==> src/rtl/mshr_file_pkg.sv <==
// MSHR entry state encodings shared by the miss path (MSHR file, LSQ, cache controller).
// Pure definitions: no latency, no flow control.
package mshr_file_pkg;

    localparam logic [1:0] MSHR_INVALID = 2'd0;
    localparam logic [1:0] MSHR_PENDING = 2'd1;
    localparam logic [1:0] MSHR_ISSUED  = 2'd2;
    localparam logic [1:0] MSHR_FILL    = 2'd3;

    localparam int MSHR_OFFSET_W = 6;
    localparam int MSHR_IDX_W    = 3;

endpackage

==> src/rtl/mshr_prio_enc.sv <==
// Lowest-set-bit encoder: found flag plus index of the lowest asserted request.
// Combinational, zero latency; no flow control.
module mshr_prio_enc #(
    parameter int N     = 8,
    parameter int IDX_W = $clog2(N)
) (
    input  logic [N-1:0]     req_i,
    output logic             found_o,
    output logic [IDX_W-1:0] idx_o
);

    always_comb begin
        found_o = |req_i;
        idx_o   = '0;
        for (int i = N - 1; i >= 0; i--) begin
            if (req_i[i]) idx_o = IDX_W'(i);
        end
    end

endmodule

==> src/rtl/mshr_file.sv <==
// MSHR file: allocate/merge misses per line, issue one fill per entry, broadcast fill + fin.
// Alloc decision comb, req >=1 cycle after alloc and held while mem_req_ready=0; responses always accepted.
module mshr_file
    import mshr_file_pkg::*;
#(
    parameter int N_ENTRIES = 8,
    parameter int ADDR_W    = 32,
    parameter int OFFSET_W  = 6,
    parameter int LINE_W    = 512,
    localparam int IDX_W    = $clog2(N_ENTRIES)
) (
    input  logic              clk,
    input  logic              rst,
    input  logic              alloc_req,
    input  logic [ADDR_W-1:0] alloc_addr,
    output logic              alloc_ack,
    output logic              alloc_merge,
    output logic [IDX_W-1:0]  alloc_idx,
    output logic              mshr_full,
    output logic              mem_req_valid,
    output logic [ADDR_W-1:0] mem_req_addr,
    output logic [IDX_W-1:0]  mem_req_tag,
    input  logic              mem_req_ready,
    input  logic              mem_resp_valid,
    input  logic [IDX_W-1:0]  mem_resp_tag,
    input  logic [LINE_W-1:0] mem_resp_data,
    output logic              fill_valid,
    output logic [ADDR_W-1:0] fill_addr,
    output logic [LINE_W-1:0] fill_data,
    output logic              mshr_fin,
    output logic [IDX_W-1:0]  mshr_fin_idx,
    output logic              mshr_err
);

    localparam int LA_W = ADDR_W - OFFSET_W;

    logic [N_ENTRIES-1:0][1:0]      state_all;
    logic [N_ENTRIES-1:0][LA_W-1:0] line_all;
    logic [N_ENTRIES-1:0]           free_vec, pend_vec, match_vec;

    logic [LA_W-1:0]  alloc_line;
    logic             free_found, pend_found, merge_found;
    logic [IDX_W-1:0] free_idx, pend_idx, merge_idx, req_idx;
    logic             alloc_new, issue_fire, resp_ok;

    logic              hold_q, hold_d;
    logic [IDX_W-1:0]  hold_idx_q, hold_idx_d;
    logic              fin_q, fin_d;
    logic [IDX_W-1:0]  fin_idx_q, fin_idx_d;
    logic [LINE_W-1:0] fill_data_q, fill_data_d;
    logic              err_q, err_d;

    logic unused_offset;
    assign unused_offset = ^alloc_addr[OFFSET_W-1:0];
    assign alloc_line    = alloc_addr[ADDR_W-1:OFFSET_W];

    mshr_prio_enc #(.N(N_ENTRIES), .IDX_W(IDX_W)) u_free_enc (
        .req_i   (free_vec),
        .found_o (free_found),
        .idx_o   (free_idx)
    );

    mshr_prio_enc #(.N(N_ENTRIES), .IDX_W(IDX_W)) u_pend_enc (
        .req_i   (pend_vec),
        .found_o (pend_found),
        .idx_o   (pend_idx)
    );

    // FILL entries are excluded from merging so a refetch of the same line gets a fresh entry.
    always_comb begin
        merge_found = |match_vec;
        merge_idx   = '0;
        for (int i = N_ENTRIES - 1; i >= 0; i--) begin
            if (match_vec[i]) merge_idx = IDX_W'(i);
        end
    end

    assign alloc_new   = alloc_req && !merge_found && free_found;
    assign alloc_ack   = alloc_req && (merge_found || free_found);
    assign alloc_merge = alloc_req && merge_found;
    assign alloc_idx   = !alloc_req ? '0 :
                         merge_found ? merge_idx :
                         free_found  ? free_idx  : '0;
    assign mshr_full   = !free_found;

    // A stalled request is pinned so a newly allocated lower-index entry cannot displace it.
    assign req_idx       = hold_q ? hold_idx_q : pend_idx;
    assign mem_req_valid = hold_q || pend_found;
    assign mem_req_tag   = req_idx;
    assign mem_req_addr  = {line_all[req_idx], {OFFSET_W{1'b0}}};
    assign issue_fire    = mem_req_valid && mem_req_ready;

    assign resp_ok = mem_resp_valid && (state_all[mem_resp_tag] == MSHR_ISSUED);

    assign hold_d      = mem_req_valid && !mem_req_ready;
    assign hold_idx_d  = req_idx;
    assign fin_d       = resp_ok;
    assign fin_idx_d   = resp_ok ? mem_resp_tag : fin_idx_q;
    assign fill_data_d = resp_ok ? mem_resp_data : fill_data_q;
    assign err_d       = err_q || (mem_resp_valid && !resp_ok);

    for (genvar i = 0; i < N_ENTRIES; i++) begin : g_entry
        logic [1:0]      st_q, st_d;
        logic [LA_W-1:0] ln_q, ln_d;
        logic            take;

        assign take = alloc_new && (free_idx == IDX_W'(i));

        always_comb begin
            st_d = st_q;
            ln_d = take ? alloc_line : ln_q;
            case (st_q)
                MSHR_INVALID: if (take) st_d = MSHR_PENDING;
                MSHR_PENDING: if (issue_fire && req_idx == IDX_W'(i)) st_d = MSHR_ISSUED;
                MSHR_ISSUED:  if (resp_ok && mem_resp_tag == IDX_W'(i)) st_d = MSHR_FILL;
                MSHR_FILL:    st_d = MSHR_INVALID;
                default:      st_d = MSHR_INVALID;
            endcase
        end

        always_ff @(posedge clk or negedge rst) begin
            if (!rst) begin
                st_q <= MSHR_INVALID;
                ln_q <= '0;
            end else begin
                st_q <= st_d;
                ln_q <= ln_d;
            end
        end

        assign state_all[i] = st_q;
        assign line_all[i]  = ln_q;
        assign free_vec[i]  = (st_q == MSHR_INVALID);
        assign pend_vec[i]  = (st_q == MSHR_PENDING);
        assign match_vec[i] = ((st_q == MSHR_PENDING) || (st_q == MSHR_ISSUED)) && (ln_q == alloc_line);
    end

    always_ff @(posedge clk or negedge rst) begin
        if (!rst) begin
            hold_q      <= 1'b0;
            hold_idx_q  <= '0;
            fin_q       <= 1'b0;
            fin_idx_q   <= '0;
            fill_data_q <= '0;
            err_q       <= 1'b0;
        end else begin
            hold_q      <= hold_d;
            hold_idx_q  <= hold_idx_d;
            fin_q       <= fin_d;
            fin_idx_q   <= fin_idx_d;
            fill_data_q <= fill_data_d;
            err_q       <= err_d;
        end
    end

    assign fill_valid   = fin_q;
    assign mshr_fin     = fin_q;
    assign mshr_fin_idx = fin_idx_q;
    assign fill_addr    = {line_all[fin_idx_q], {OFFSET_W{1'b0}}};
    assign fill_data    = fill_data_q;
    assign mshr_err     = err_q;

endmodule

==> config.mk <==
export PLATFORM = sky130hd
export DESIGN_NAME = mshr_file
export DESIGN_NICKNAME = d
export VERILOG_FILES = /design/src/rtl/mshr_file_pkg.sv /design/src/rtl/mshr_prio_enc.sv /design/src/rtl/mshr_file.sv
export SDC_FILE = /design/constraint.sdc
export NUM_CORES = 2
export LEC_CHECK = 0
export CORE_AREA = 2 2 447 449
export DETAILED_ROUTE_END_ITERATION = 8
export DIE_AREA = 0 0 449 451
export DONT_BUFFER_PORTS = 1
export GPL_ROUTABILITY_DRIVEN = 1
export PLACE_DENSITY = 0.33
export SLEW_MARGIN = 20
export SYNTH_ARGS = -nofsm -noshare
export SYNTH_HDL_FRONTEND = slang
export SYNTH_SLANG_ARGS = --single-unit
==> constraint.sdc <==
create_clock -name clk -period 3.6 [get_ports clk]
set_input_delay 0.72 -clock clk [delete_from_list [all_inputs] [get_ports clk]]
set_output_delay 0.72 -clock clk [all_outputs]
set_load 0.1 [all_outputs]
# --- Word level (Yosys, flattened, before mapping) ---
# Index checks and enable logic that the tools add are counted.
word_totals:
  regBits: 745
  input_bits: 552
  output_inout_bits: 592
  wordCells: 246
classes:
  n_lt_le_gt_ge: 3
  n_eq_ne: 78
  muxes: 66
  reduce_logical: 77
op_table:
  columns: ["cell", "count"]
  rows:
  - ["$eq A26 B26 Y1", 8]
  - ["$bmux W26 S3", 2]
  - ["$mux W3", 28]
  - ["$pmux W2 S4", 8]
  - ["$mux W26", 2]
  - ["$mux W2", 25]
  - ["$logic_and A1 B1 Y1", 40]
  - ["$eq A3 B3 Y1 const B", 12]
  - ["$eq A2 B2 Y1 const B", 17]
  - ["$ne A2 B1 Y1 const B", 16]
  - ["$reduce_and A3 Y1", 8]
  - ["$reduce_or A8 Y1", 3]
  - ["$eq A3 B2 Y1 const B", 6]
  - ["$eq A2 B1 Y1 const B", 8]
  - ["$logic_not A2 Y1", 8]
  - ["$ne A2 B2 Y1 const B", 8]
  - ["$lt A3 B4 Y1 const B", 3]
  - ["$logic_or A1 B1 Y1", 11]
  - ["$eq A3 B1 Y1 const B", 3]
  - ["$logic_not A3 Y1", 3]
  - ["$bmux W2 S3", 1]
  - ["$logic_not A1 Y1", 4]

# --- Longest topological paths before layout ---
logic_depth:
  ltp_word: 14
  depth_mapped: 14
  depth_no_buf: 11

# --- By module ---
# From an unflattened synthesis, not the netlist that was laid out.
unflattened:
  cells_unflattened: 3782
  hier_area_um2: 35855.6
by_module_without_submodules:
  columns: ["mod", "n_inst", "cells_each", "area_each_um2", "seq_area_each_um2"]
  rows:
  - ["mshr_file", 1, 3756, 35693.0, 18642.9]
  - ["mshr_prio_enc", 2, 13, 81.3, 0.0]

# --- Worst setup path before layout ---
# No wires, ideal clock.
synth_timing:
  path_type: "register to output"
  startpoint: "register g_entry[7].st_q[0]"
  endpoint: "output port alloc_ack"
  arrival_ps: 5779
  required_ps: 2880
  path_slack_ps: -2899
  path_stages_with_launch: 7
  n_path_buf: 0
  path_cell_list: "dfrtp_1 -> inv_1 -> ha_1 -> nor2_1 -> nand3_1 -> nor4_1 -> a21oi_1"
synth_between:
  elab_chain_len: 6
  word_cells_on_any_way: 9
synth_rtl:
  columns: ["item", "line_no", "source"]
  rows:
  - ["start, declared", "mshr_file.sv:103", "logic [1:0] st_q, st_d;"]
  - ["start signal, assigned", "mshr_file.sv:126", "st_q <= st_d;"]
  - ["$eq A2 B1 Y1 / $eq A2 B2 Y1 (equally long branches)", "mshr_file.sv:135", "assign match_vec[i] = ((st_q == MSHR_PENDING) || (st_q == MSHR_ISSUED)) && (ln_q == alloc_line);"]
  - ["$logic_or A1 B1 Y1", "mshr_file.sv:135", null]
  - ["$logic_and A1 B1 Y1", "mshr_file.sv:135", null]
  - ["$reduce_or A8 Y1", "mshr_file.sv:71", "merge_found = |match_vec;"]
  - ["$logic_or A1 B1 Y1 (*)", "mshr_file.sv:79", "assign alloc_ack = alloc_req && (merge_found || free_found);"]
  - ["$logic_and A1 B1 Y1 (*)", "mshr_file.sv:79", null]
  - ["end, declared", "mshr_file.sv:16", "output logic alloc_ack,"]
# Every way passes the cells marked *; elsewhere a longest branch is shown, timed or not.

# --- Worst setup path after layout ---
layout_timing:
  startpoint: "register g_entry[6].ln_q[19]"
  endpoint: "output port alloc_idx[0]"
layout_between:
  elab_chain_len: 11
  word_cells_on_any_way: 12
layout_rtl:
  columns: ["item", "line_no", "source"]
  rows:
  - ["start, declared", "mshr_file.sv:104", "logic [LA_W-1:0] ln_q, ln_d;"]
  - ["start signal, assigned", "mshr_file.sv:127", "ln_q <= ln_d;"]
  - ["$eq A26 B26 Y1 (*)", "mshr_file.sv:135", null]
  - ["$logic_and A1 B1 Y1 (*)", "mshr_file.sv:135", null]
  - ["$mux W3 (7 in a row)", "mshr_file.sv:74", "if (match_vec[i]) merge_idx = IDX_W'(i);"]
  - ["$mux W3 (*)", "mshr_file.sv:82", "merge_found ? merge_idx :"]
  - ["$mux W3 (*)", "mshr_file.sv:81", "assign alloc_idx = !alloc_req ? '0 :"]
  - ["end, declared", "mshr_file.sv:18", "output logic [IDX_W-1:0] alloc_idx,"]
# Marks and branches as above.

==> results.txt <==
The count of buffer and inverter cells on the critical path was 3. Once placement completed, the tool counted placed cells totaling 6352. Compared with the post-synthesis result, the final layout area differs by 35.1%. The post-synthesis average cell area is 9.50 sq um, and the total number of placement rows is 164. The layout cell share with drive strength beyond 1 works out to 26.0%. The number of distinct library cell variants in the gate-level netlist after synthesis is 65, and the per-cell routed wire length is 33.6 microns. The final routed wirelength across all metal layers is 226 mm, and the number of hold-slack violations in the final timing report is 0.

The slowest stage of the critical path is the sky130_fd_sc_hd__or4_4 cell. After layout, the worst path uses 110% of the clock period. At the later pin of the worst-skew pair, clock insertion delay measures 0.74 ns. Critical path class: register to output port. Counting the fill cells in the layout gives 21485. In the global route stage, overall resource usage came out at 21.4%.

The final instance area is 47500 sq um, and the total area of sequential cells is 18700 sq um. The flow ran to the end, but the final reports show violations. The required arrival time at the worst endpoint came out at 2.88 ns. Setup repair after global routing could not meet its margin everywhere. The async set-reset flop share out of synthesis was 100%; the clock input transition at the sequential cells of the worst setup and hold paths was 0.06 ns.

The logs give 745 for the number of clock sinks seen by CTS and -8.07 ns for the final total negative setup slack. Global routing finished with a remaining overflow of 0. The final reports fail on negative setup slack. The detailed router placed 28658 vias in this run. The number of buffer cells added on primary ports came out at 0. The tree is rooted in a sky130_fd_sc_hd__clkbuf_16. The worst hold slack across all endpoints is 0.0673 ns, and the width of the chip is 449 microns.

STA puts the critical path data arrival time at 3.23 ns. The buffer levels on the longest clock path is 3. The post-detailed-route count of antenna-violating nets was 0. The maximum number of pins on one net before global-route repair came out at 155.

The total count of max-transition violations in the final report is 0. Walking the worst path, the cells encountered are xnor2_2 -> buf_4 -> nand4_1 -> or4_4 -> buf_6 -> or2_4 -> nand4b_4 -> nor2_4 -> and2_4 -> o21a_1 -> buf_12. The first global-routing pass estimated 290 mm of wire.

The via count of the first global-routing pass is 28902. The worst path in the final design needs a cycle of 3.95 ns, including I/O delays and setup. Buffers inserted during clock tree synthesis total 100. During I/O placement, the number of pins put on the boundary was 1144. The number of H-tree levels is 3, and the maximum fanout count along the critical path is 5. Normalized max-slew margin: 18.0%. At the pin with the least slew margin, the transition time is 1.23 ns. The remaining design rule violation count came out at 0. In this run, synthesis produced a sequential element count of 745. Before antenna repair, the detailed router went through 5 iterations. Setup violations remaining at the end of the flow were counted as 33. The tool flagged a number of max-cap violations equal to 0. TritonCTS built the clock tree. For the summed instance area of the synthesized netlist, the log shows 35200 sq um. STA classifies the critical path endpoint as an output port. The core region is 198000 sq um.

Among all flip-flop cells after synthesis, the most frequent one is sky130_fd_sc_hd__dfrtp_1. The count of cells in the finished layout, fillers not included, comes to 6736. The number of warnings issued by yosys was 0; the slack of the critical path was -0.351 ns. The full die area is 202000 sq um.

The number of DRC markers after the initial detailed-route iteration came out at 2405. The number of synthesized flops with an enable pin is 0. The type of element launching the critical path is a register. On the final layout, the worst clock skew is 0.0731 ns. For this run, the post-layout net count is 4551. Counting every instance in the synthesized netlist gives 3700. The tools report the number of antenna violations at the first check in global routing as 90.

The total area of multi-input combinational cells is 16600 sq um. The floorplan step set the die height to 451 microns. The final HPWL from detailed placement was 174 mm.

For the effective utilization at floorplan, the log shows 17.7%. Timing would allow up to 253 MHz. The worst hold path belongs to the class input port to register. The largest single stage delay on the critical path is 0.57 ns. The number of vias per cell works out to 4.25.

The cell family contributing the most delay on the critical path is simple AND/OR/NAND/NOR gates. Sequential fraction of the synthesis area: 53.0%. The congestion estimate from routability-driven global placement came to 0.952. The tools report the post-placement cell area as 40100 sq um.
==> layer usage <==
layer / GRT usage [%] / up-vias / wire [microns]
li1: - / 12456 / -
met1: 24.0 / 14687 / 81700
met2: 37.7 / 1170 / 115000
met3: 6.85 / 341 / 20400
met4: 7.85 / 4 / 8560
met5: 0 / - / 25
==> registers in the layout (all words and copies together) (netlist names) <==
| name | count |
|---|---|
| hold_idx_q | 3 |
| g_entry.st_q | 16 |
| hold_q | 1 |
| fill_valid | 1 |
| mshr_err | 1 |
| g_entry.ln_q | 208 |
| fill_data | 512 |
| mshr_fin_idx | 3 |
==> per-stage QoR <==
stage / utilization [%] / setup WS [ns]
after CTS: 23.4 / -0.499
after global routing: 23.9 / -0.466
after global placement: 20.2 / -0.445
final: 24.0 / -0.351
after floorplan: - / -0.337
after detailed placement: 20.2 / -0.396
==> synth_stat cells, types with 4 or more instances <==
| cell | number | area [sq um] |
|---|---|---|
| sky130_fd_sc_hd__mux4_2 | 52 | 1170 |
| sky130_fd_sc_hd__nand4_1 | 43 | 269 |
| sky130_fd_sc_hd__buf_1 | 25 | 93.8 |
| sky130_fd_sc_hd__buf_2 | 8 | 40.0 |
| sky130_fd_sc_hd__nor4_1 | 20 | 125 |
| sky130_fd_sc_hd__buf_12 | 4 | 80.1 |
| sky130_fd_sc_hd__ha_1 | 24 | 300 |
| sky130_fd_sc_hd__a21oi_1 | 12 | 60.1 |
| sky130_fd_sc_hd__clkbuf_1 | 147 | 552 |
| sky130_fd_sc_hd__nor3_1 | 11 | 55.1 |
| sky130_fd_sc_hd__nand3_1 | 142 | 711 |
| sky130_fd_sc_hd__buf_4 | 49 | 368 |
| sky130_fd_sc_hd__nor2_1 | 16 | 60.1 |
| sky130_fd_sc_hd__nand2_1 | 1789 | 6720 |
| sky130_fd_sc_hd__buf_6 | 24 | 270 |
| sky130_fd_sc_hd__xor2_1 | 69 | 604 |
| sky130_fd_sc_hd__dfrtp_1 | 745 | 18600 |
| sky130_fd_sc_hd__xnor2_1 | 136 | 1190 |
| sky130_fd_sc_hd__o21ai_0 | 38 | 190 |
| sky130_fd_sc_hd__mux2_2 | 196 | 2210 |
| sky130_fd_sc_hd__mux2_4 | 40 | 601 |
| sky130_fd_sc_hd__nand2b_1 | 7 | 43.8 |
| sky130_fd_sc_hd__mux2_1 | 6 | 67.6 |
| sky130_fd_sc_hd__inv_1 | 32 | 120 |
| sky130_fd_sc_hd__or3_1 | 4 | 25.0 |
==> kinds of logic after synthesis <==
family,Yosys count,synth area share [%]
buffers and inverters,290,4.35
other,1,0.0107
DFF,745,53.0
adders and majority gates,24,0.854
AOI/OAI and AO/OA,82,1.43
xor gates and xnor gates,208,5.25
and+or+nand+nor,2055,23.5
muxes,295,11.5
==> repair_timing <==
item | 4_1_cts | 5_1_grt
hold buffers | 72 | 0
resized for setup | 234 | 123
gates cloned | 19 | 13
hold endpoints to repair | 240 | 0
setup endpoints to repair | 46 | 33
pin swaps | 68 | 60
setup buffers | 58 | 20
==> cell usage in the layout, fill, tap and decap left out, types with 10 or more instances in the layout <==
master | netlist | routed
sky130_fd_sc_hd__nor2_1 | 16 | 13
sky130_fd_sc_hd__buf_16 | 0 | 31
sky130_fd_sc_hd__xnor2_2 | 3 | 24
sky130_fd_sc_hd__dfrtp_1 | 745 | 728
sky130_fd_sc_hd__nand4_1 | 43 | 43
sky130_fd_sc_hd__clkinv_2 | 0 | 17
sky130_fd_sc_hd__dlygate4sd3_1 | 0 | 71
sky130_fd_sc_hd__nand3_4 | 0 | 32
sky130_fd_sc_hd__mux2_2 | 196 | 196
sky130_fd_sc_hd__o21ai_0 | 38 | 11
sky130_fd_sc_hd__nand2_1 | 1789 | 1745
sky130_fd_sc_hd__o21ai_4 | 0 | 25
sky130_fd_sc_hd__nand2_2 | 0 | 41
sky130_fd_sc_hd__xnor2_1 | 136 | 114
sky130_fd_sc_hd__buf_4 | 49 | 198
sky130_fd_sc_hd__dfrtp_2 | 0 | 15
sky130_fd_sc_hd__xor2_1 | 69 | 69
sky130_fd_sc_hd__clkbuf_16 | 0 | 109
sky130_fd_sc_hd__buf_12 | 4 | 82
sky130_fd_sc_hd__nand3_1 | 142 | 52
sky130_fd_sc_hd__ha_4 | 0 | 12
sky130_fd_sc_hd__nor4_1 | 20 | 16
sky130_fd_sc_hd__clkbuf_1 | 147 | 25
sky130_fd_sc_hd__diode_2 | 0 | 28
sky130_fd_sc_hd__ha_1 | 24 | 10
sky130_fd_sc_hd__buf_6 | 24 | 18
sky130_fd_sc_hd__inv_1 | 32 | 23
sky130_fd_sc_hd__nor3_1 | 11 | 11
sky130_fd_sc_hd__clkbuf_8 | 0 | 19
sky130_fd_sc_hd__mux4_2 | 52 | 52
sky130_fd_sc_hd__nand3_2 | 0 | 58
sky130_fd_sc_hd__conb_1 | 1 | 12
sky130_fd_sc_hd__mux2_4 | 40 | 40
==> cell type report <==
cell class                 count  area share (%)
antenna                       28           0.148
clock buffer                 143            6.01
clock inverter                36            1.03
inverter                      33           0.358
multi-input combinational   2676            35.0
sequential                   745            39.3
tap                         2656            7.00
timing repair buffer         418            11.1
timing repair inverter         1          0.0184
==> worst paths after layout <==
path	slack [ns]	start	cells past startpoint	to
setup / recovery	-0.35	g_entry[6].ln_q[19]	11	alloc_idx[0]
hold / removal	0.07	mem_resp_data[21]	2	fill_data[21]
setup reg to reg	0.38	g_entry[4].st_q[0]	14	g_entry[2].st_q[1]
hold reg to reg	0.53	g_entry[1].st_q[1]	1	g_entry[1].st_q[1]
max in group asynchronous	0.86	rst	4	fill_data[337]
min in group asynchronous	0.93	rst	2	g_entry[1].ln_q[3]
Power is not shown: default switching activity piles up to over one toggle a cycle in this logic, so the estimate is an artifact.
